### config.mk
export PLATFORM = sky130hd
export DESIGN_NAME = mips_mem_bridge
export DESIGN_NICKNAME = d
export VERILOG_FILES = /design/src/rtl/mem_bridge_pkg.sv /design/src/rtl/mips_mem_lane.sv /design/src/rtl/mips_mem_bridge.sv
export SDC_FILE = /design/constraint.sdc
export NUM_CORES = 1
export LEC_CHECK = 0
export CORE_UTILIZATION = 31
export DETAILED_ROUTE_END_ITERATION = 10
export SKIP_LAST_GASP = 1
export SYNTH_ARGS = -nofsm -noshare
export SYNTH_HDL_FRONTEND = slang
export SYNTH_SLANG_ARGS = --single-unit
### constraint.sdc
create_clock -name clk -period 2 [get_ports clk]
set_input_delay 0.4 -clock clk [delete_from_list [all_inputs] [get_ports clk]]
set_output_delay 0.4 -clock clk [all_outputs]
set_load 0.005 [all_outputs]
### src/rtl/mem_bridge_pkg.sv
// Shared types for the MIPS data-memory bridge:
// access size codes, FSM states, wait counter width.
package mem_bridge_pkg;

  localparam logic [1:0] SZ_BYTE = 2'b00;
  localparam logic [1:0] SZ_HALF = 2'b01;
  localparam logic [1:0] SZ_WORD = 2'b10;

  localparam int CNT_W = $clog2(16);

  typedef enum logic [1:0] {
    S_IDLE  = 2'd0,
    S_ISSUE = 2'd1,
    S_WAIT  = 2'd2,
    S_RESP  = 2'd3
  } state_t;

  // Size 11 behaves as a word everywhere.
  function automatic logic [1:0] align_lo(
    input logic [1:0] size,
    input logic [1:0] lo
  );
    unique case (1'b1)
      size == SZ_BYTE: align_lo = lo;
      size == SZ_HALF: align_lo = {lo[1], 1'b0};
      default:         align_lo = 2'b00;
    endcase
  endfunction

  function automatic logic misaligned(
    input logic [1:0] size,
    input logic [1:0] lo
  );
    misaligned = (size == SZ_HALF && lo[0]) ||
                 (size[1] && lo != 2'b00);
  endfunction

endpackage

### src/rtl/mips_mem_lane.sv
// Byte-lane steering: store enables/replication,
// load lane select with sign/zero extension.
module mips_mem_lane
  import mem_bridge_pkg::*;
(
  input  logic [1:0]  size,
  input  logic        sign,
  input  logic [1:0]  lo,
  input  logic [31:0] st_data,
  input  logic [31:0] ram_rdata,
  output logic [3:0]  be,
  output logic [31:0] st_word,
  output logic [31:0] ld_word
);

  logic [7:0]  ld_byte;
  logic [15:0] ld_half;

  always_comb begin
    ld_byte = 8'(ram_rdata >> {lo, 3'b000});
    ld_half = lo[1] ? ram_rdata[31:16] : ram_rdata[15:0];
    be      = 4'b1111;
    st_word = st_data;
    ld_word = ram_rdata;
    unique case (1'b1)
      size == SZ_BYTE: begin
        be      = 4'b0001 << lo;
        st_word = {4{st_data[7:0]}};
        ld_word = {{24{sign & ld_byte[7]}}, ld_byte};
      end
      size == SZ_HALF: begin
        be      = lo[1] ? 4'b1100 : 4'b0011;
        st_word = {2{st_data[15:0]}};
        ld_word = {{16{sign & ld_half[15]}}, ld_half};
      end
      default: begin
        be = 4'b1111;
      end
    endcase
  end

endmodule

### src/rtl/mips_mem_bridge.sv
// Core load/store port to word-wide sync RAM bridge.
// Define MEM_BRIDGE_MISALIGN_EN to trap misaligned accesses.
module mips_mem_bridge
  import mem_bridge_pkg::*;
#(
  parameter int ADDR_W      = 32,
  parameter int RAM_AW      = 10,
  parameter int WAIT_CYCLES = 0
) (
  input  logic              clk,
  input  logic              rst,
  input  logic              core_req,
  input  logic              core_we,
  input  logic [1:0]        core_size,
  input  logic              core_sign,
  input  logic [ADDR_W-1:0] core_addr,
  input  logic [31:0]       core_wdata,
  output logic [31:0]       core_rdata,
  output logic              core_ready,
  output logic              core_stall,
  output logic              core_err,
  output logic              ram_en,
  output logic [3:0]        ram_we,
  output logic [RAM_AW-1:0] ram_addr,
  output logic [31:0]       ram_wdata,
  input  logic [31:0]       ram_rdata
);

  localparam logic [CNT_W-1:0] WAIT_INIT =
    (WAIT_CYCLES > 0) ? CNT_W'(WAIT_CYCLES - 1) : '0;

  state_t            state_q, state_d;
  logic [CNT_W-1:0]  cnt_q, cnt_d;
  logic              we_q, sign_q, err_q;
  logic [1:0]        size_q, lo_q;
  logic [RAM_AW-1:0] waddr_q;
  logic [31:0]       wdata_q, rdata_q;
  logic              accept, mis;
  logic [3:0]        be;
  logic [31:0]       st_word, ld_word;

  assign accept = core_req &&
                  (state_q == S_IDLE || state_q == S_RESP);

`ifdef MEM_BRIDGE_MISALIGN_EN
  assign mis = misaligned(core_size, core_addr[1:0]);
`else
  assign mis = 1'b0;
`endif

  always_comb begin
    state_d = state_q;
    cnt_d   = cnt_q;
    unique case (state_q)
      S_IDLE, S_RESP: begin
        if (accept) state_d = mis ? S_RESP : S_ISSUE;
        else        state_d = S_IDLE;
      end
      S_ISSUE: begin
        cnt_d   = WAIT_INIT;
        state_d = (WAIT_CYCLES > 0) ? S_WAIT : S_RESP;
      end
      S_WAIT: begin
        if (cnt_q == '0) state_d = S_RESP;
        else             cnt_d   = cnt_q - 1'b1;
      end
      default: state_d = S_IDLE;
    endcase
  end

  always_ff @(posedge clk or negedge rst) begin
    if (!rst) begin
      state_q <= S_IDLE;
      cnt_q   <= '0;
      we_q    <= 1'b0;
      sign_q  <= 1'b0;
      err_q   <= 1'b0;
      size_q  <= SZ_BYTE;
      lo_q    <= 2'b00;
      waddr_q <= '0;
      wdata_q <= '0;
      rdata_q <= '0;
    end else begin
      state_q <= state_d;
      cnt_q   <= cnt_d;
      if (accept) begin
        we_q    <= core_we;
        sign_q  <= core_sign;
        size_q  <= core_size;
        lo_q    <= align_lo(core_size, core_addr[1:0]);
        waddr_q <= core_addr[RAM_AW+1:2];
        wdata_q <= core_wdata;
        err_q   <= mis;
      end
      // Load result is captured as RESP ends.
      if (state_q == S_RESP && !we_q && !err_q)
        rdata_q <= ld_word;
    end
  end

  mips_mem_lane u_lane (
    .size      (size_q),
    .sign      (sign_q),
    .lo        (lo_q),
    .st_data   (wdata_q),
    .ram_rdata (ram_rdata),
    .be        (be),
    .st_word   (st_word),
    .ld_word   (ld_word)
  );

  assign ram_en     = (state_q == S_ISSUE);
  assign ram_we     = (ram_en && we_q) ? be : 4'b0000;
  assign ram_addr   = ram_en ? waddr_q : '0;
  assign ram_wdata  = ram_en ? st_word : '0;
  assign core_ready = (state_q == S_RESP);
  assign core_stall = (state_q == S_ISSUE) ||
                      (state_q == S_WAIT);
  assign core_rdata = rdata_q;

`ifdef MEM_BRIDGE_MISALIGN_EN
  assign core_err = core_ready && err_q;
`else
  assign core_err = 1'b0;
`endif

endmodule

Yosys cells after proc, flatten, opt, wreduce, memory -nomap -nowiden
Index checks and enable logic that the tools add are counted.
- register bits after elaboration: 86
- bits of input ports: 103
- output and inout port bits: 82
- logic and storage cells: 48
- $add $sub $neg: 1
- equality and inequality tests: 7
- shift-type cells: 2
- mux-type cells: 14
- bitwise operators: 2
- reductions and logical operators: 13
- operator list (operator ; number):
    case mux 32 bit (2 select lines) ; 2
    two-way mux 32 bit ; 1
    right shift 32 x 5 -> 8 bit ; 1
    two-way mux 16 bit ; 1
    case mux 4 bit (2 select lines) ; 2
    two-way mux 4 bit ; 3
    two-way mux 10 bit ; 1
    equality test 2 x 1 -> 1 bit, second input constant ; 3
    logical NOT 2 bit ; 3
    case mux 2 bit (3 select lines) ; 1
    equality test 2 bit, second input constant ; 2
    logical NOT 4 bit ; 1
    != test 2 bit, second input constant ; 2
    case mux 2 bit (2 select lines) ; 1
    << shifter 1 x 2 -> 4 bit, first input constant ; 1
    subtractor 4 x 1 -> 4 bit, second input constant ; 1
    logical AND 1 bit ; 3
    bitwise AND 1 bit ; 2
    logical OR 1 bit ; 2
    two-way mux 2 bit ; 1
    AND reduction 2 bit ; 1
    nonzero test 2 bit ; 1
    OR reduction 2 bit ; 1
    logical NOT 1 bit ; 1
    two-way mux 1 bit ; 1

Depth between registers and ports, before layout
- word-level depth: 5
- depth in mapped cells: 7
- mapped depth without buffers: 6

Hierarchy
A second synthesis with hierarchy kept.
- cell total of the unflattened synthesis: 438
- area total of the unflattened synthesis: 4858.4 µm²
- modules (own cells, without submodules) (module ; instances ; cells an instance ; area an instance (µm²) ; sequential area each (µm²)):
    mips_mem_bridge ; 1 ; 262 ; 3657.3 ; 2152.1
    mips_mem_lane ; 1 ; 176 ; 1201.2 ; 0.0

Worst setup path after synthesis
Ideal clock, no wire load.
- path type: register to register
- from: reg state_q[0]
- to: reg sign_q
- setup time: 125 ps
- data arrival time: 1565 ps
- data required time: 1875 ps
- path slack: 310 ps
- cell stages (with the launch flop): 6
- period minus slack after synthesis: 1690 ps
- path through: dfrtp_1 -> inv_1 -> ha_1 -> nand2_1 -> buf_1 -> mux2_2
- cells in the longest elaborated chain, start to end: 3
- elaborated cells between the ends (all ways): 4
- RTL lines (what ; RTL line ; source):
    start: declaration ; mips_mem_bridge.sv:32 ; state_t state_q, state_d;
    start signal: assignment ; mips_mem_bridge.sv:84 ; state_q <= state_d;
    equality test 2 bit / logical NOT 2 bit (equally long branches) ; mips_mem_bridge.sv:43 ; (state_q == S_IDLE || state_q == S_RESP);
    logical OR 1 bit (*) ; mips_mem_bridge.sv:43 ;
    logical AND 1 bit (*) ; mips_mem_bridge.sv:42 ; assign accept = core_req &&
    end signal: assignment ; mips_mem_bridge.sv:88 ; sign_q <= core_sign;
    end: declaration ; mips_mem_bridge.sv:34 ; logic we_q, sign_q, err_q;
Every way passes the cells marked *; elsewhere a longest branch is shown, timed or not.
A chain may end at the register's enable or synchronous reset.

Final worst setup path
- from: reg state_q[0]
- to: out ram_wdata[18]
- cells in the longest elaborated chain, start to end: 2
- RTL lines (what ; RTL line ; source):
    equality test 2 x 1 -> 1 bit ; mips_mem_bridge.sv:112 ; assign ram_en = (state_q == S_ISSUE);
    two-way mux 32 bit ; mips_mem_bridge.sv:115 ; assign ram_wdata = ram_en ? st_word : '0;
    end: declaration ; mips_mem_bridge.sv:25 ; output logic [31:0] ram_wdata,
Every way passes these cells.

==> flow_summary.json <==
{
  "hold_ws_ns": 0.489,
  "drive_gt1_frac": 0.325,
  "crit_slowest_cell": "dfrtp_1",
  "drv_cap": 0,
  "avgSynthCellArea_sq_um": 10.4,
  "ys_async_sr_fraction": 1.00,
  "drtIter0Drc": 221,
  "fin_crit_sh": 1.04,
  "cts_sinks": 86,
  "hp-class": "reg2reg",
  "finalSetupTns_ns": -0.473,
  "max_stage_delay_ns": 0.41,
  "status": "finished, violations left",
  "fin_util": 0.505,
  "slew_violations": 0,
  "synth_ff_type": "dfrtp_1",
  "p_leak_nw": 3.31,
  "netlist-cell-type-count": 45,
  "initial_core_util": 0.318,
  "grt_overflow_total": 0,
  "seq_area_frac_synth": 0.464,
  "worstPathCellList": "ha_4, buf_6, buf_12, buf_16, buf_6, nor2b_1, buf_2",
  "setup_ws_ns": -0.0749,
  "crit_type": "reg2out",
  "cts_made_buffers": 9,
  "syn_nets": 553,
  "regToRegSetupSlack_ns": 0.09,
  "grt_max_degree": 41,
  "ctsRootBufferMaster": "clkbuf_16",
  "dieHeight_microns": 124,
  "wl_met2_mm": 7.09,
  "yosys_warnings": 0,
  "io_pins": 185,
  "synth-seq-cells": 86,
  "hold_viol": 0,
  "drt-total-wl_mm": 15.0,
  "peakVddDrop_uv": 731,
  "multiInputGateArea_sq_um": 2450,
  "critPathCaptureType": "primary output",
  "via_count": 4197,
  "core.rowCount": 44,
  "synth_cells": 445,
  "insertion_delay_ns": 0.35,
  "critPathRequiredTime_ns": 1.60,
  "placed_area_sq_um": 6630,
  "clock_skew_ns": 0.00523,
  "syn_area_sq_um": 4640,
  "fillCellCount": 1330,
  "cts.reportedPaths.clkPinSlew_ns": 0.06,
  "setup_violations": 9,
  "top_layer": "met4",
  "layout.nets": 749,
  "grt_use_total": 0.195,
  "drc": 0,
  "antenna_found_initial": 0,
  "first_pass_iters": 4,
  "cp.arrival_ns": 1.67,
  "max_freq_mhz": 482,
  "die_area_sq_um": 15500,
  "seqCellArea_sq_um": 2150,
  "violations": "negative setup slack",
  "cp-start-kind": "flip-flop",
  "rsz0062_at_grt": "true",
  "cts_tree": "done",
  "layout_min_cycle_time_ns": 2.07,
  "wire_per_inst_microns": 18.0,
  "power.density_nw_per_um2": 1760,
  "dp_hpwl_mm": 10.3,
  "wl_met1_mm": 6.29,
  "path_max_fanout": 7,
  "grt_pass1_vias": 4377,
  "vias_per_cell": 5.06,
  "place_congestion": 0.889,
  "wl_met3_mm": 1.24,
  "synth_edf_count": 0,
  "final_cell_area_sq_um": 7360,
  "core_sq_um": 14600,
  "clock_path_buffers": 2,
  "die_w_microns": 124,
  "port_buffers": 163,
  "crit_path_frequent_cell": "buf_6",
  "antenna_left": 0,
  "area_growth_pct": 58.6,
  "ctsHtreeMaxLevel": 3,
  "antenna_cells": 0,
  "grt_pass1_wl_mm": 23.6
}
==> per-stage QoR <==
step	total power [mW]	setup slack [ns]	instances
floorplan	6.66	0.310	445
global placement	9.76	-0.135	788
detailed placement	9.90	-0.122	788
CTS	12.9	-0.250	824
global route	13.8	-0.124	830
finish	12.9	-0.0749	830
==> cell usage in the layout (no fill, tap or decap), types with 7 or more instances in the layout <==
| master | n |
|---|---|
| inv_1 | 8 |
| buf_4 | 32 |
| clkbuf_16 | 10 |
| nor2b_1 | 7 |
| a21oi_1 | 38 |
| dfrtp_1 | 84 |
| and2_4 | 8 |
| and2_1 | 13 |
| mux2i_1 | 18 |
| buf_2 | 15 |
| a211oi_2 | 8 |
| nand2_1 | 52 |
| buf_6 | 13 |
| buf_12 | 10 |
| mux2_2 | 47 |
| a221oi_1 | 7 |
| o211a_1 | 8 |
| clkbuf_2 | 19 |
| clkdlybuf4s50_1 | 113 |
| nor2_1 | 32 |
==> layer usage <==
layer | vias to the layer above | global-route usage
li1 | 1959 | -
met1 | 2042 | 0.248
met2 | 172 | 0.313
met3 | 24 | 0.0546
met4 | 0 | 0.0773
met5 | - | 0
==> Yosys cell counts (8+ instances only) <==
cell | count | area share
a211oi_2 | 8 | 0.022
a21boi_0 | 8 | 0.013
a21oi_1 | 42 | 0.045
and2_1 | 21 | 0.028
clkbuf_1 | 16 | 0.013
dfrtp_1 | 86 | 0.46
inv_1 | 9 | 0.0073
mux2_2 | 47 | 0.11
mux2i_1 | 21 | 0.045
nand2_1 | 54 | 0.044
nor2_1 | 32 | 0.026
nor2b_1 | 11 | 0.015
o211a_1 | 8 | 0.017
==> where the power goes <==
part	internal, mW	leakage, nW	switching [mW]
Clock	1.38	0.179	0.719
Combinational	4.29	2.12	3.27
Sequential	2.63	1.01	0.643
Total	8.30	3.31	4.63
==> cell families (layout without fill, tap and decap cells) <==
kind of cell / count (synthesis) / in the layout / share of synthesized area
simple gates: 134 / 134 / 0.134
compound gates: 102 / 102 / 0.156
flops: 86 / 86 / 0.464
mux: 74 / 74 / 0.188
buf+inv: 43 / 244 / 0.0437
fa+ha+maj: 5 / 5 / 0.0135
other cells: 1 / 1 / 0.000808
==> path summary, 6_finish.rpt <==
kind | startpoint | end | cells past startpoint
setup reg to reg | state_q[1] | wdata_q[11] | 7
setup / recovery | state_q[0] | ram_wdata[18] | 7
max in group asynchronous | rst | size_q[1] | 3
hold / removal | cnt_q[3] | cnt_q[3] | 1
min in group asynchronous | rst | core_rdata[9] | 2
hold reg to reg | cnt_q[3] | cnt_q[3] | 1
==> final cells by class <==
cell class | instances | area share
repair buffers | 218 | 0.288
inverters | 10 | 0.00510
flip-flops and latches | 86 | 0.293
multi-input cells | 316 | 0.333
well taps | 184 | 0.0313
clock inverters | 6 | 0.0180
clock buffers | 10 | 0.0325
==> sequential cells by signal, summed over array words and instances (netlist names) <==
register and count:
waddr_q 10, size_q 2, state_q 2, lo_q 2
we_q 1, sign_q 1, cnt_q 4, wdata_q 32
core_rdata 32
==> critical path: cells and delay by family, from the launching register on <==
family	cells	cell delay, ns
buffers and inverters	5	0.62
flip-flops	1	0.41
adder cells (fa/ha/maj)	1	0.19
AND/OR/NAND/NOR	1	0.11
==> repair_timing <==
action	in CTS	in global routing
hold buffers	1	0
cloned	4	2
setup buffers	15	9
gates resized for setup	157	59
pin swaps	8	7
endpoints found under the hold margin	1	0
endpoints found under the setup margin	48	72
No activity file was read; power rests on OpenSTA's default activity.
